===== src/rtl/vec_pkg.sv =====
// Shared definitions for the vector memory reader: default widths and FSM states.
package vec_pkg;

   localparam int VEC_DATA_W = 16;
   localparam int VEC_ADDR_W = 16;
   localparam int VEC_LEN_W  = 8;

   typedef enum logic [1:0] {
      ST_IDLE,
      ST_RUN,
      ST_DRAIN,
      ST_DONE
   } state_t;

endpackage


===== src/rtl/vec_mem_reader_if.sv =====
// Memory read port plus the outgoing element stream of the vector reader.
interface vec_mem_reader_if
   import vec_pkg::*;
#(
   parameter int ADDR_W = VEC_ADDR_W,
   parameter int DATA_W = VEC_DATA_W
);

   logic              mem_en;
   logic [ADDR_W-1:0] mem_addr;
   logic [DATA_W-1:0] mem_rdata;
   logic [DATA_W-1:0] out_data;
   logic              out_valid;
   logic              out_ready;
   logic              out_last;

   // Reader side: drives the memory strobe/address and the stream.
   modport master (
      output mem_en, mem_addr, out_data, out_valid, out_last,
      input  mem_rdata, out_ready
   );

   // Memory and consumer side.
   modport slave (
      input  mem_en, mem_addr, out_data, out_valid, out_last,
      output mem_rdata, out_ready
   );

endinterface


===== src/rtl/vec_skid_fifo.sv =====
// Two-entry FIFO holding {last, data} for elements the consumer has not yet taken.
module vec_skid_fifo #(
   parameter int W = 17
) (
   input  logic         clk,
   input  logic         rst,
   input  logic         i_push,
   input  logic [W-1:0] i_data,
   input  logic         i_pop,
   output logic [W-1:0] o_data,
   output logic         o_full,
   output logic         o_empty
);

   logic [W-1:0] r_mem [2];
   logic         r_wptr;
   logic         r_rptr;
   logic [1:0]   r_count;

   // Pointers and occupancy; a push and a pop in the same cycle leave the count unchanged.
   always_ff @(posedge clk) begin
      if (rst) begin
         r_wptr  <= 1'b0;
         r_rptr  <= 1'b0;
         r_count <= 2'd0;
      end else begin
         if (i_push) r_wptr <= ~r_wptr;
         if (i_pop)  r_rptr <= ~r_rptr;
         case ({i_push, i_pop})
            2'b10:   r_count <= r_count + 2'd1;
            2'b01:   r_count <= r_count - 2'd1;
            default: r_count <= r_count;
         endcase
      end
   end

   // Element storage; contents are don't-care while the FIFO is empty, so no reset.
   always_ff @(posedge clk) begin
      if (i_push) r_mem[r_wptr] <= i_data;
   end

   assign o_data  = r_mem[r_rptr];
   assign o_full  = (r_count == 2'd2);
   assign o_empty = (r_count == 2'd0);

endmodule


===== src/rtl/vec_mem_reader.sv =====
// Strided vector fetch from a 1-cycle-latency memory, delivered in order on a valid/ready stream.
// Returning read data is presented directly when the buffer is empty, otherwise it queues behind
// the buffered elements; reads are issued only when the buffer is guaranteed room for them.
module vec_mem_reader
   import vec_pkg::*;
#(
   parameter int DATA_W = VEC_DATA_W,
   parameter int ADDR_W = VEC_ADDR_W,
   parameter int LEN_W  = VEC_LEN_W
) (
   input  logic              clk,
   input  logic              rst,
   input  logic              start,
   input  logic [ADDR_W-1:0] base_addr,
   input  logic [ADDR_W-1:0] stride,
   input  logic [LEN_W-1:0]  length,
   output logic              busy,
   output logic              done,
   vec_mem_reader_if.master  bus
);

   state_t            r_state;
   state_t            w_next;
   logic              w_start_acc;
   logic              w_issue;
   logic              w_pop;
   logic              w_last_beat;
   logic              w_credit_ok;
   logic              w_out_valid;

   logic              r_mem_en;
   logic              r_mem_last;
   logic              r_rvalid;
   logic              r_rlast;
   logic [ADDR_W-1:0] r_mem_addr;
   logic [ADDR_W-1:0] r_addr;
   logic [ADDR_W-1:0] r_stride;
   logic [LEN_W-1:0]  r_len;
   logic [LEN_W-1:0]  r_issue_cnt;
   logic [LEN_W-1:0]  r_deliv_cnt;
   logic [LEN_W-1:0]  w_issue_nxt;

   logic              w_fifo_push;
   logic              w_fifo_pop;
   logic              w_fifo_full;
   logic              w_fifo_empty;
   logic [DATA_W:0]   w_fifo_dout;
   logic [DATA_W:0]   w_head;
   logic [2:0]        w_buf_cnt;
   logic [2:0]        w_occ;

   vec_skid_fifo #(.W(DATA_W + 1)) u_fifo (
      .clk     (clk),
      .rst     (rst),
      .i_push  (w_fifo_push),
      .i_data  ({r_rlast, bus.mem_rdata}),
      .i_pop   (w_fifo_pop),
      .o_data  (w_fifo_dout),
      .o_full  (w_fifo_full),
      .o_empty (w_fifo_empty)
   );

   // Stream head: buffered element if any, else the element returning from memory this cycle.
   assign w_out_valid   = ~w_fifo_empty | r_rvalid;
   assign w_head        = w_fifo_empty ? {r_rlast, bus.mem_rdata} : w_fifo_dout;
   assign w_pop         = w_out_valid & bus.out_ready;
   assign w_fifo_pop    = w_pop & ~w_fifo_empty;
   assign w_fifo_push   = r_rvalid & ~(w_fifo_empty & bus.out_ready);
   assign bus.out_valid = w_out_valid;
   assign bus.out_data  = w_out_valid ? w_head[DATA_W-1:0] : '0;
   assign bus.out_last  = w_out_valid & w_head[DATA_W];
   assign bus.mem_en    = r_mem_en;
   assign bus.mem_addr  = r_mem_addr;

   // Credit: buffered + returning + requested elements, less the one leaving now, must stay below 2.
   assign w_buf_cnt   = w_fifo_full ? 3'd2 : (w_fifo_empty ? 3'd0 : 3'd1);
   assign w_occ       = w_buf_cnt + {2'b00, r_rvalid} + {2'b00, r_mem_en};
   assign w_credit_ok = (w_occ < (3'd2 + {2'b00, w_pop}));

   assign w_issue_nxt = r_issue_cnt + LEN_W'(1);
   assign w_issue     = (r_state == ST_RUN) && (r_issue_cnt != r_len) && w_credit_ok;
   assign w_last_beat = w_pop && (r_deliv_cnt == (r_len - LEN_W'(1)));

   // State register.
   always_ff @(posedge clk) begin
      if (rst) r_state <= ST_IDLE;
      else     r_state <= w_next;
   end

   // Next-state decode and status outputs.
   always_comb begin
      w_next      = r_state;
      w_start_acc = 1'b0;
      busy        = (r_state != ST_IDLE);
      done        = (r_state == ST_DONE);
      case (r_state)
         ST_IDLE: begin
            if (start) begin
               w_start_acc = 1'b1;
               w_next      = (length == '0) ? ST_DONE : ST_RUN;
            end
         end
         ST_RUN:   if (r_issue_cnt == r_len) w_next = ST_DRAIN;
         ST_DRAIN: if (w_last_beat) w_next = ST_DONE;
         ST_DONE:  w_next = ST_IDLE;
         default:  w_next = ST_IDLE;
      endcase
   end

   // Read issue, address accumulation, in-flight tracking and element counters.
   always_ff @(posedge clk) begin
      if (rst) begin
         r_mem_en    <= 1'b0;
         r_mem_addr  <= '0;
         r_mem_last  <= 1'b0;
         r_rvalid    <= 1'b0;
         r_rlast     <= 1'b0;
         r_addr      <= '0;
         r_stride    <= '0;
         r_len       <= '0;
         r_issue_cnt <= '0;
         r_deliv_cnt <= '0;
      end else begin
         r_rvalid <= r_mem_en;
         r_rlast  <= r_mem_last;
         r_mem_en <= 1'b0;
         if (w_start_acc) begin
            r_stride    <= stride;
            r_len       <= length;
            r_deliv_cnt <= '0;
            if (length != '0) begin
               r_mem_en    <= 1'b1;
               r_mem_addr  <= base_addr;
               r_mem_last  <= (length == LEN_W'(1));
               r_addr      <= base_addr + stride;
               r_issue_cnt <= LEN_W'(1);
            end else begin
               r_issue_cnt <= '0;
            end
         end else if (w_issue) begin
            r_mem_en    <= 1'b1;
            r_mem_addr  <= r_addr;
            r_mem_last  <= (w_issue_nxt == r_len);
            r_addr      <= r_addr + r_stride;
            r_issue_cnt <= w_issue_nxt;
         end
         if (w_pop) r_deliv_cnt <= r_deliv_cnt + LEN_W'(1);
      end
   end

endmodule

===== src/flat_wrapper.sv =====
// flat-port wrapper written by rule: the top's interface ports become plain ports
module vec_mem_reader_flat import vec_pkg::*;
#(
   parameter int DATA_W = VEC_DATA_W,
   parameter int ADDR_W = VEC_ADDR_W,
   parameter int LEN_W  = VEC_LEN_W
)
  (clk, rst, start, base_addr, stride, length, busy, done, bus_mem_en, bus_mem_addr, bus_out_data, bus_out_valid, bus_out_last, bus_mem_rdata, bus_out_ready);
  vec_mem_reader_if #(.ADDR_W(ADDR_W), .DATA_W(DATA_W)) bus_i ();
  input  logic clk;
  input  logic rst;
  input  logic start;
  input  logic [ADDR_W-1:0] base_addr;
  input  logic [ADDR_W-1:0] stride;
  input  logic [LEN_W-1:0] length;
  output logic busy;
  output logic done;
  output wire logic [$bits(bus_i.mem_en)-1:0] bus_mem_en;
  output wire logic [$bits(bus_i.mem_addr)-1:0] bus_mem_addr;
  output wire logic [$bits(bus_i.out_data)-1:0] bus_out_data;
  output wire logic [$bits(bus_i.out_valid)-1:0] bus_out_valid;
  output wire logic [$bits(bus_i.out_last)-1:0] bus_out_last;
  input wire logic [$bits(bus_i.mem_rdata)-1:0] bus_mem_rdata;
  input wire logic [$bits(bus_i.out_ready)-1:0] bus_out_ready;
  assign bus_mem_en = bus_i.mem_en;
  assign bus_mem_addr = bus_i.mem_addr;
  assign bus_out_data = bus_i.out_data;
  assign bus_out_valid = bus_i.out_valid;
  assign bus_out_last = bus_i.out_last;
  assign bus_i.mem_rdata = bus_mem_rdata;
  assign bus_i.out_ready = bus_out_ready;
  vec_mem_reader #(.DATA_W(DATA_W), .ADDR_W(ADDR_W), .LEN_W(LEN_W)) u_core (.clk(clk), .rst(rst), .start(start), .base_addr(base_addr), .stride(stride), .length(length), .busy(busy), .done(done), .bus(bus_i));
endmodule

===== config.mk =====
export PLATFORM = sky130hd
export DESIGN_NAME = vec_mem_reader_flat
export DESIGN_NICKNAME = d
export VERILOG_FILES = /design/src/rtl/vec_pkg.sv /design/src/rtl/vec_mem_reader_if.sv /design/src/rtl/vec_skid_fifo.sv /design/src/rtl/vec_mem_reader.sv /design/src/flat_wrapper.sv
export SDC_FILE = /design/constraint.sdc
export NUM_CORES = 1
export LEC_CHECK = 0
export ABC_AREA = 1
export BUFFER_PORTS_ARGS = -buffer_cell sky130_fd_sc_hd__buf_4
export CAP_MARGIN = 5
export CORE_UTILIZATION = 55
export DETAILED_ROUTE_END_ITERATION = 10
export PLACE_DENSITY = 0.77
export SYNTH_ARGS = -nofsm -noshare
export SYNTH_HDL_FRONTEND = slang
export SYNTH_SLANG_ARGS = --single-unit

===== constraint.sdc =====
create_clock -name clk -period 3.1 [get_ports clk]
set_input_delay 0.775 -clock clk [delete_from_list [all_inputs] [get_ports clk]]
set_output_delay 0.775 -clock clk [all_outputs]
set_load 0.05 [all_outputs]

# Word level (Yosys, flattened, before mapping)
# Memory sizes are Yosys's and may differ from the RTL's. A register that Yosys moved wholly into a read port is not among the register bits.
# Cells that the tools add are included.
[totals]
regBits = 82
ram_bits = 34
elab_cells = 97
memories = 1
[classes]
add_sub_neg = 10
magnitude_cmp = 1
n_eq_ne = 15
n_mux = 33
n_bitwise = 10
n_reduce_logical = 13
[mem_list]
columns = ["memory", "words", "word_bits", "rd", "rd_ports_with_merged_regs", "wr", "line", "rtl"]
rows = [
  ["u_core.u_fifo.r_mem", 2, 17, 1, 1, 1, "vec_skid_fifo.sv:15", "logic [W-1:0] r_mem [2];"],
]
[ops]
columns = ["cell", "n"]
rows = [
  ["16-bit two-way mux", 7],
  ["16-bit adder", 2],
  ["8-bit two-way mux", 4],
  ["8-bit equality test", 3],
  ["17-bit two-way mux", 1],
  ["8-bit by 1-bit adder with 8-bit output, second input constant", 2],
  ["1-bit two-way mux", 14],
  ["2-bit equality test, second input constant", 4],
  ["8-bit by 1-bit equality test with 1-bit output, second input constant", 1],
  ["8-bit logical NOT", 1],
  ["2-bit two-way mux", 4],
  ["8-bit != test", 1],
  ["2-bit one-hot mux with 4 select lines", 1],
  ["2-bit nonzero test", 4],
  ["8-bit nonzero test", 1],
  ["8-bit by 1-bit subtractor with 8-bit output, second input constant", 1],
  ["3-bit by 1-bit adder with 3-bit output", 2],
  ["2-bit != test, second input constant", 3],
  ["1-bit AND", 5],
  ["2-bit by 1-bit equality test with 1-bit output, second input constant", 2],
  ["2-bit logical NOT", 2],
  ["1-bit inverter", 4],
  ["2-bit one-hot mux with 2 select lines", 1],
  ["2-bit by 1-bit adder with 3-bit output, first input constant", 1],
  ["other kinds (9)", 11],
]

# Logic depth before layout (Yosys ltp)
# Gate-level depths: netlist of the first run.
[depth]
ltp_word = 9
ltp_mapped = 15
ltp_nobuf = 15

# By module
# From an unflattened synthesis of the first run, not the netlist that was laid out.
[unflattened]
hier_cells = 1052
hier_area_um2 = 7439.6
[modules_own_cells]
columns = ["module", "n_inst", "cells_per_inst", "area_each_um2", "seq_area_each_um2"]
rows = [
  ["vec_mem_reader", 1, 966, 5933.2, 1561.5],
  ["vec_skid_fifo", 1, 86, 1506.4, 1121.1],
]

# Least setup slack after synthesis of the first run
# OpenSTA, ideal clock, no wires.
[synth_timing]
path_type = "reg2out"
start = "reg (tool-made name)"
end = "out bus_out_data[10]"
arrival_time_ns = 1.609
required_time_ns = 2.325
setup_slack_ns = 0.716
path_stages_with_launch = 6
path_buffers = 2
path_cell_list = "dfxtp_1 > clkbuf_1 > clkbuf_1 > mux2_2 > o21bai_1 > inv_1"
[synth_rtl]
columns = ["element", "line", "rtl"]
rows = [
  ["to (decl)", "flat_wrapper.sv:20", "output wire logic [$bits(bus_i.out_data)-1:0] bus_out_data;"],
]

# Worst setup path after layout of the first run
[layout_timing]
start = "reg u_core.u_fifo.r_count[0]"
end = "out bus_out_data[6]"
[layout_between]
elab_chain_len = 4
elab_cells_between_ends = 5
cone_classes = "2 x mux; 2 x bitwise; 1 x reduce/logical"
[layout_rtl]
columns = ["element", "line", "rtl"]
rows = [
  ["from (decl)", "vec_skid_fifo.sv:18", "logic [1:0] r_count;"],
  ["from (signal assigned)", "vec_skid_fifo.sv:30", "2'b10: r_count <= r_count + 2'd1;"],
  ["from (signal assigned)", "vec_skid_fifo.sv:31", "2'b01: r_count <= r_count - 2'd1;"],
  ["from (signal assigned)", "vec_skid_fifo.sv:32", "default: r_count <= r_count;"],
  ["2-bit logical NOT *", "vec_skid_fifo.sv:44", "assign o_empty = (r_count == 2'd0);"],
  ["1-bit inverter", "vec_mem_reader.sv:64", "assign w_out_valid = ~w_fifo_empty | r_rvalid;"],
  ["1-bit OR", "vec_mem_reader.sv:64", ""],
  ["16-bit two-way mux *", "vec_mem_reader.sv:70", "assign bus.out_data = w_out_valid ? w_head[DATA_W-1:0] : '0;"],
]
# Every way passes the cells marked *; elsewhere a longest branch is shown, timed or not.

==> results of run 1 <==
==> registers in the layout (all words and copies together), names as in the netlist, 8 cells and up, named ones only <==
register and count:
u_core.r_stride 16, u_core.r_addr 16, u_core.bus.mem_addr 16, u_core.r_issue_cnt 8
u_core.u_fifo.r_mem 34, u_core.r_len 8, u_core.r_deliv_cnt 8
==> cells by family (layout without fill, tap and decap cells) <==
logic type | count (synthesis) | in the layout | synth area share
XOR/XNOR | 18 | 18 | 0.0234
multiplexers | 18 | 18 | 0.0275
AND/OR/NAND/NOR | 503 | 503 | 0.284
buffers and inverters | 132 | 239 | 0.0749
AO/OA/AOI/OAI | 199 | 199 | 0.148
flip-flops | 117 | 117 | 0.366
adder cells (fa/ha/maj) | 43 | 43 | 0.0764
==> layout by cell type, fill, tap and decap left out, drive strengths merged, types with 17 or more instances in the layout <==
cell	Yosys	final
nand3	58	58
dfxtp	83	83
ha	40	40
buf	14	108
nor2	189	189
edfxtp	34	34
a21oi	84	84
clkbuf	19	17
inv	98	101
nand2	227	227
o21ai	85	85
o21bai	23	23
mux2	17	17
==> routing by layer <==
| layer | part of all wire | vias up | wire (µm) |
|---|---|---|---|
| met3 | 0.056 | 34 | 1050 |
| li1 | - | 3595 | - |
| met2 | 0.48 | 250 | 9130 |
| met1 | 0.44 | 3180 | 8230 |
| met4 | 0.024 | 0 | 444 |
| met5 | 0 | - | 0 |
==> cell usage after synthesis (all sizes together) <==
cell      n  share of area
nor4      1        0.00085
fa        3         0.0082
mux2     17          0.026
edfxtp   34           0.14
nor2    189          0.097
mux2i     1         0.0014
o21ai    85          0.058
dfxtp    83           0.23
ha       40          0.068
buf      14          0.013
nand3b    5         0.0051
o21a      1         0.0010
nor3     15          0.011
xnor2    10          0.012
nand2   227           0.12
inv      98          0.051
a221oi    2         0.0024
o21bai   23          0.024
nand4     8         0.0089
a21o      1         0.0010
a21oi    84          0.059
clkbuf   19         0.0097
a211oi    3         0.0031
xor2      7         0.0084
clkinv    1        0.00051
nand3    58          0.041
xnor3     1         0.0031
==> what timing repair did <==
action                                  4_1_cts  5_1_grt
resized for setup                             0        1
endpoints found under the setup margin        0       12
buffers inserted                              0        0
==> worst max-delay path: cells and delay by family, from the launching register on <==
kind	cells	cell delay, ns
flip-flops	1	0.34
AO/OA/AOI/OAI	2	0.39
buffers and inverters	4	0.76
AND/OR/NAND/NOR	1	0.11
==> final cells by class <==
type | count | area (µm²) | share of cell area
repair buffers | 108 | 823 | 0.0939
multi-input cells | 781 | 4110 | 0.468
flip-flops and latches | 117 | 2680 | 0.306
well taps | 172 | 215 | 0.0245
clock inverters | 15 | 133 | 0.0151
clock buffers | 17 | 425 | 0.0485
inverters | 99 | 383 | 0.0437
==> power breakdown <==
group	switching [mW]	total (mW)	internal (mW)
registers	0.316	2.26	1.94
logic	2.41	3.59	1.18
clock network	0.744	1.85	1.10
total	3.47	7.70	4.22
==> worst max path at each step <==
stage	startpoint	to	cells past startpoint
floorplan	flip-flop	bus_out_data[10]	5
global placement	base_addr[0]	u_core.r_addr[14]	16
CTS	u_core.u_fifo.r_count[0]	bus_out_data[6]	7
detailed placement	base_addr[0]	u_core.r_addr[12]	16
global route	u_core.u_fifo.r_count[0]	bus_out_data[14]	7
finish	u_core.u_fifo.r_count[0]	bus_out_data[6]	7
==> results_tabular.tex, run 1 <==
\begin{tabular}{lr}
\hline
Metric & Value \\
\hline
\multicolumn{2}{l}{\textbf{Outcome}} \\
\quad Status & completed \\
\multicolumn{2}{l}{\textbf{Layout}} \\
\quad Filler Cells Inserted & 1121 \\
\quad Share of final-layout standard cells stronger than drive strength 1 & 0.154 \\
\quad Area growth from synthesis to final layout & 19.5\% \\
\quad Non-filler instance count after layout & 1309 \\
\quad Final design instance area without fill & 8770 µm² \\
\quad Util after Layout & 0.684 \\
\quad Final \#Nets & about 1200 \\
\quad Antenna cell count & 0 \\
\multicolumn{2}{l}{\textbf{Floorplanning}} \\
\quad Core region area & $\sim$13000 µm² \\
\quad Row count & between 40 and 50 \\
\quad I/O Pins & 97 \\
\quad Starting density of the core & 0.572 \\
\quad Overall die height & about 120 µm \\
\quad Area of the die & 13800 µm² \\
\quad Die Width & about 120 µm \\
\multicolumn{2}{l}{\textbf{STA}} \\
\quad Setup tns final & 0 ns \\
\quad Max-slew violation count & 0 \\
\quad Min cycle time layout & 2.79 ns \\
\quad Final Hold Violating Endpoints & 0 \\
\quad Setup slack of the critical path after layout & 0.308 ns \\
\quad Max-slew headroom & 0.579 \\
\quad Transition time at the pin with the least slew margin & 0.631 ns \\
\quad Portion of the clock cycle consumed by the worst path in the final layout & 0.901 \\
\quad Hold Slack & between 0.4 and 0.5 ns \\
\quad Setup repair after global routing missed its margin & false \\
\quad \# setup viols final & 0 \\
\quad Clock skew & roughly 0.0067 ns \\
\quad Achievable Freq & 0.358 GHz \\
\multicolumn{2}{l}{\textbf{Clock network}} \\
\quad Bufs on Longest Clock Path & 2 \\
\quad Sink Count & 117 \\
\quad Post-CTS Hold Fix Bufs & 0 \\
\quad H-tree Lvls & 4 \\
\quad Clock network latency to the later pin of the worst-skew pair & 0.42 ns \\
\quad TritonCTS clock tree & done \\
\quad Num CTS Buffers & 17 \\
\quad Root buf cell & clkbuf\_16 \\
\quad Register clock-pin slew on the reported worst setup and hold paths & 0.06 ns \\
\multicolumn{2}{l}{\textbf{Drt}} \\
\quad Iteration count of the initial detailed-routing pass & 5 \\
\quad Number of nets with antenna violations after detailed routing & 0 \\
\quad Violation count after the first detailed-routing iteration & 538 \\
\quad DR WL/cell & 14.4 µm \\
\quad Final WL & around 19 mm \\
\quad Average via count per standard cell & 5.39 \\
\quad Via count & just over 7000 \\
\quad DR DRC count & 0 \\
\multicolumn{2}{l}{\textbf{Setup path}} \\
\quad Biggest cell delay along the critical path & 0.34 ns \\
\quad Type of origin of the critical path & flip-flop \\
\quad Critical path endpoint category & primary output \\
\quad Worst-case reg-to-reg path depth & 11 \\
\quad Chain of cells forming the critical path & nor2\_2 -> buf\_4 -> clkinvlp\_4 -> a21oi\_1 -> o21bai\_1 -> inv\_1 -> buf\_4 \\
\quad Worst path most repeated cell & buf\_4 \\
\quad CP required & 2.32 ns \\
\quad R2r endpoint & u\_core.r\_addr[4] \\
\quad Launching point of the worst reg2reg path & u\_core.u\_fifo.r\_count[0] \\
\quad Slack of the worst reg-to-reg path & 0.78 ns \\
\quad CP max FO & 17 \\
\quad Worst Path Arrival & 2.02 ns \\
\quad Crit Path Class & flip-flop to primary output \\
\quad Critical Path Slowest Stage Cell & dfxtp\_1 \\
\multicolumn{2}{l}{\textbf{Synthesis}} \\
\quad Post-synthesis sequential element count & 117 \\
\quad Total nets after synthesis & 1133 \\
\quad Unique masters post-synth & 41 \\
\quad Avg Cell Area, Syn & 7.12 µm² \\
\quad Mapped Area & 7330 µm² \\
\quad Post-Synthesis Cells & 1030 \\
\quad Seq/Total Area, Yosys & 0.366 \\
\quad Warnings, synthesis & 0 \\
\multicolumn{2}{l}{\textbf{GRT}} \\
\quad M1 GR Usage & 0.345 \\
\quad Global-route wire length before repair & 31.0 mm \\
\quad Maximum number of pins on one net before global-route repair & 61 \\
\quad Most Used Layer, Global Route & met2 \\
\quad Met3 demand-to-capacity share in global routing & 0.0562 \\
\quad Global-route congestion overflow total & 0 \\
\quad Global routing usage summed across all routing layers & 0.279 \\
\quad Number of global-route vias before repair & 6565 \\
\quad Met2 global-route usage & 0.476 \\
\quad Initial antenna violation count & 0 \\
\multicolumn{2}{l}{\textbf{Placement}} \\
\quad Detailed-placement wirelength estimate & 13.5 mm \\
\quad Post-placement cell area & 8210 µm² \\
\quad Setup WS pre-CTS & 0.543 ns \\
\quad Number of buffers inserted by port buffering & 96 \\
\quad Gp weighted congestion & 0.966 \\
\quad \# placed instances & 1277 \\
\multicolumn{2}{l}{\textbf{Worst hold path}} \\
\quad Hold Crit Class & flip-flop to flip-flop \\
\quad Min-Delay Startpoint & u\_core.u\_fifo.r\_rptr \\
\quad Number of cells on the worst hold path & 1 \\
\quad Hold Path End & u\_core.u\_fifo.r\_rptr \\
\multicolumn{2}{l}{\textbf{Run}} \\
\quad Max-cap check violation count & 0 \\
\multicolumn{2}{l}{\textbf{Power}} \\
\quad Max VDD drop & 0.000675 V \\
\quad Leak Pwr & between 4 and 5 nW \\
\quad Total power & between 7 and 8 mW \\
\quad Power per unit of standard cell area & 878 nW/µm² \\
\hline
\end{tabular}
Power figures use the tool's default switching activity.
==> run 2, diff against run 1 <==
==> constraint.sdc (replaced) <==
create_clock -name clk -period 3.1 [get_ports clk]
set_input_delay 0.155 -clock clk [delete_from_list [all_inputs] [get_ports clk]]
set_output_delay 0.155 -clock clk [all_outputs]
set_load 0.05 [all_outputs]
==> run 2 against run 1 <==
Highest routed layer unchanged. Final cell count rose by 0.92%. Die area did not move. Sequential power barely moved. Routed wire length rose by 3.2%. Critical path depth fell by 1. Worst setup slack improved by 0.018 ns. Sequential share of layout area fell by 0.67 points. Via count rose by 1.5%. Core utilization rose by 1.5 points. Total power rose by 3.8%. Register-to-register slack got worse by 0.12 ns.
==> results_tabular.tex, run 2 (synthesized netlist as in run 1, its figures left out) <==
\begin{tabular}{lr}
\hline
Metric & Value \\
\hline
\multicolumn{2}{l}{\textbf{Clock network}} \\
\quad Bufs on Longest Clock Path & 2 (unchanged) \\
\quad Post-CTS Hold Fix Bufs & 17 (was 0) \\
\quad H-tree Lvls & 4 (unchanged) \\
\quad Sink Count & 117 (unchanged) \\
\quad Total setup buffers inserted after CTS & 0 (unchanged) \\
\quad Register clock-pin slew on the reported worst setup and hold paths & 0.06 ns (about the same) \\
\quad TritonCTS clock tree & done (unchanged) \\
\quad Num CTS Buffers & 17 (unchanged) \\
\quad Clock network latency to the later pin of the worst-skew pair & 0.42 ns (about the same) \\
\quad PostCTS Resize Cnt & 0 (unchanged) \\
\quad Root buf cell & clkbuf\_16 (unchanged) \\
\multicolumn{2}{l}{\textbf{Setup path}} \\
\quad CP max FO & 17 (unchanged) \\
\quad R2r endpoint & u\_core.r\_addr[0] (was u\_core.r\_addr[4]) \\
\quad Launching point of the worst reg2reg path & u\_core.u\_fifo.r\_count[0] (unchanged) \\
\quad CP required & 2.94 ns (was 2.32 ns) \\
\quad Worst-case reg-to-reg path depth & 10 (was 11) \\
\quad Type of origin of the critical path & flip-flop (unchanged) \\
\quad Crit Path Class & flip-flop to primary output (unchanged) \\
\quad Critical path endpoint category & primary output (unchanged) \\
\quad Slack of the worst reg-to-reg path & 0.66 ns (was 0.78 ns) \\
\quad Worst Path Arrival & 2.62 ns (was 2.02 ns) \\
\multicolumn{2}{l}{\textbf{STA}} \\
\quad Max-slew headroom & 0.472 (was 0.579) \\
\quad Transition time at the pin with the least slew margin & 0.791 ns (was 0.631 ns) \\
\quad \# setup viols final & 0 (unchanged) \\
\quad Min cycle time layout & 2.77 ns (was 2.79 ns) \\
\quad Setup tns final & 0 ns (unchanged) \\
\quad Clock skew & 0.00633 ns (was 0.00666 ns) \\
\quad Achievable Freq & 0.361 GHz (was 0.358 GHz) \\
\quad Final Hold Violating Endpoints & 0 (unchanged) \\
\quad Portion of the clock cycle consumed by the worst path in the final layout & 0.895 (was 0.901) \\
\quad Max-slew violation count & 0 (unchanged) \\
\quad Setup repair after global routing missed its margin & false (unchanged) \\
\multicolumn{2}{l}{\textbf{Layout}} \\
\quad Top register by number of flip-flops & u\_core.u\_fifo.r\_mem (unchanged) \\
\quad Non-filler instance count after layout & 1321 (was 1309) \\
\quad Most common library cell in the layout ignoring fill and taps & nand2\_1 (unchanged) \\
\quad Most frequent cells in the layout & nand2\_1, nor2\_1, buf\_4 (unchanged) \\
\quad Area growth from synthesis to final layout & 22.2\% (was 19.5\%) \\
\quad Antenna cell count & 0 (unchanged) \\
\quad Max reg flops & 34 (unchanged) \\
\quad Share of final-layout standard cells stronger than drive strength 1 & 0.144 (was 0.154) \\
\quad Filler Cells Inserted & 1077 (was 1121) \\
\quad Final \#Nets & 1239 (was 1227) \\
\multicolumn{2}{l}{\textbf{Power}} \\
\quad Max VDD drop & 0.000697 V (was 0.000675 V) \\
\quad Power per unit of standard cell area & 891 nW/µm² (was 878 nW/µm²) \\
\quad Leak Pwr & 4.24 nW (was 4.16 nW) \\
\quad Total power & 7.99 mW (was 7.70 mW) \\
\multicolumn{2}{l}{\textbf{Worst hold path}} \\
\quad Min-Delay Startpoint & stride[13] (was u\_core.u\_fifo.r\_rptr) \\
\quad Number of cells on the worst hold path & 3 (was 1) \\
\quad Hold Crit Class & primary input to flip-flop (was flip-flop to flip-flop) \\
\quad Hold Path End & u\_core.r\_stride[13] (was u\_core.u\_fifo.r\_rptr) \\
\multicolumn{2}{l}{\textbf{Drt}} \\
\quad Final WL & 19.4 mm (was 18.9 mm) \\
\quad Via count & 7167 (was 7059) \\
\quad Iteration count of the initial detailed-routing pass & 5 (unchanged) \\
\quad DR DRC count & 0 (unchanged) \\
\quad Violation count after the first detailed-routing iteration & 594 (was 538) \\
\quad Number of nets with antenna violations after detailed routing & 0 (unchanged) \\
\quad Average via count per standard cell & 5.43 (was 5.39) \\
\quad DR WL/cell & 14.7 µm (was 14.4 µm) \\
\multicolumn{2}{l}{\textbf{Placement}} \\
\quad \# placed instances & 1272 (was 1277) \\
\quad Gp weighted congestion & 0.946 (was 0.966) \\
\quad Number of buffers inserted by port buffering & 96 (unchanged) \\
\quad Detailed-placement wirelength estimate & 13.4 mm (was 13.5 mm) \\
\multicolumn{2}{l}{\textbf{GRT}} \\
\quad Maximum number of pins on one net before global-route repair & 61 (unchanged) \\
\quad Global routing usage summed across all routing layers & 0.288 (was 0.279) \\
\quad Global-route congestion overflow total & 0 (unchanged) \\
\quad Number of global-route vias before repair & 6800 (was 6565) \\
\quad Initial antenna violation count & 0 (unchanged) \\
\quad Global-route wire length before repair & 32.0 mm (was 31.0 mm) \\
\multicolumn{2}{l}{\textbf{Floorplanning}} \\
\quad Row count & 41 (unchanged) \\
\quad I/O Pins & 97 (unchanged) \\
\quad Die Width & 117 µm (unchanged) \\
\quad Area of the die & 13800 µm² (unchanged) \\
\quad Starting density of the core & 0.572 (unchanged) \\
\quad Overall die height & 117 µm (unchanged) \\
\quad Core region area & 12800 µm² (unchanged) \\
\multicolumn{2}{l}{\textbf{Outcome}} \\
\quad Status & completed (unchanged) \\
\multicolumn{2}{l}{\textbf{Run}} \\
\quad Max-cap check violation count & 0 (unchanged) \\
\hline
\end{tabular}
run 2: layer usage:
metal	GRT usage	routed length [µm]
met5	0	0
met3	0.0518	1060
met4	0.123	586
met2	0.509	9510
met1	0.341	8290
run 2: area by class of cell:
| cell class | instances | area [µm²] | area share |
|---|---|---|---|
| Tap cell | 172 | 215 | 0.0240 |
| Sequential cell | 117 | 2680 | 0.299 |
| Timing Repair Buffer | 120 | 943 | 0.105 |
| Clock buffer | 19 | 433 | 0.0483 |
| Clock inverter | 13 | 204 | 0.0228 |
| Multi-Input combinational cell | 781 | 4110 | 0.458 |
| Inverter | 99 | 379 | 0.0423 |
run 2: worst max-delay path by stage:
stage | slack [ns] | cells after the start | to | start
2_1_floorplan | 0.75 | 11 | u_core.bus.mem_addr[0] | u_core.bus.mem_en
4_1_cts | 0.34 | 6 | bus_out_data[5] | u_core.u_fifo.r_count[0]
3_3_place_gp | 0.75 | 10 | u_core.r_addr[5] | u_core.u_fifo.r_count[0]
5_1_grt | 0.16 | 6 | bus_out_data[9] | u_core.u_fifo.r_count[0]
3_5_place_dp | 0.67 | 10 | u_core.r_addr[5] | u_core.u_fifo.r_count[0]
6_report | 0.33 | 6 | bus_out_data[5] | u_core.u_fifo.r_count[0]
run 2: worst max-delay path, cell delays in order (launching register included):
cell and delay [ns]:
dfxtp_1 0.34, nor2_2 0.51, clkinv_1 0.62, a21oi_1 0.31
o21bai_1 0.15, inv_1 0.07, buf_4 0.19
run 2: metrics by stage:
step / util / area, µm² / hold WS (ns) / setup slack [ns]
after floorplan: - / 7330 / 0.254 / 0.753
after global placement: 0.636 / 8160 / 0.351 / 0.754
after detailed placement: 0.636 / 8160 / 0.351 / 0.674
after CTS: 0.699 / 8960 / 0.000819 / 0.335
after global routing: 0.699 / 8960 / 0.00888 / 0.165
final: 0.699 / 8960 / 0.000680 / 0.326
run 2: where the power goes:
part | total, mW | switching, mW | internal [mW] | leakage, nW
registers | 2.25 | 0.307 | 1.94 | 0.990
clock network | 2.13 | 0.709 | 1.42 | 0.305
logic | 3.61 | 2.43 | 1.18 | 2.95
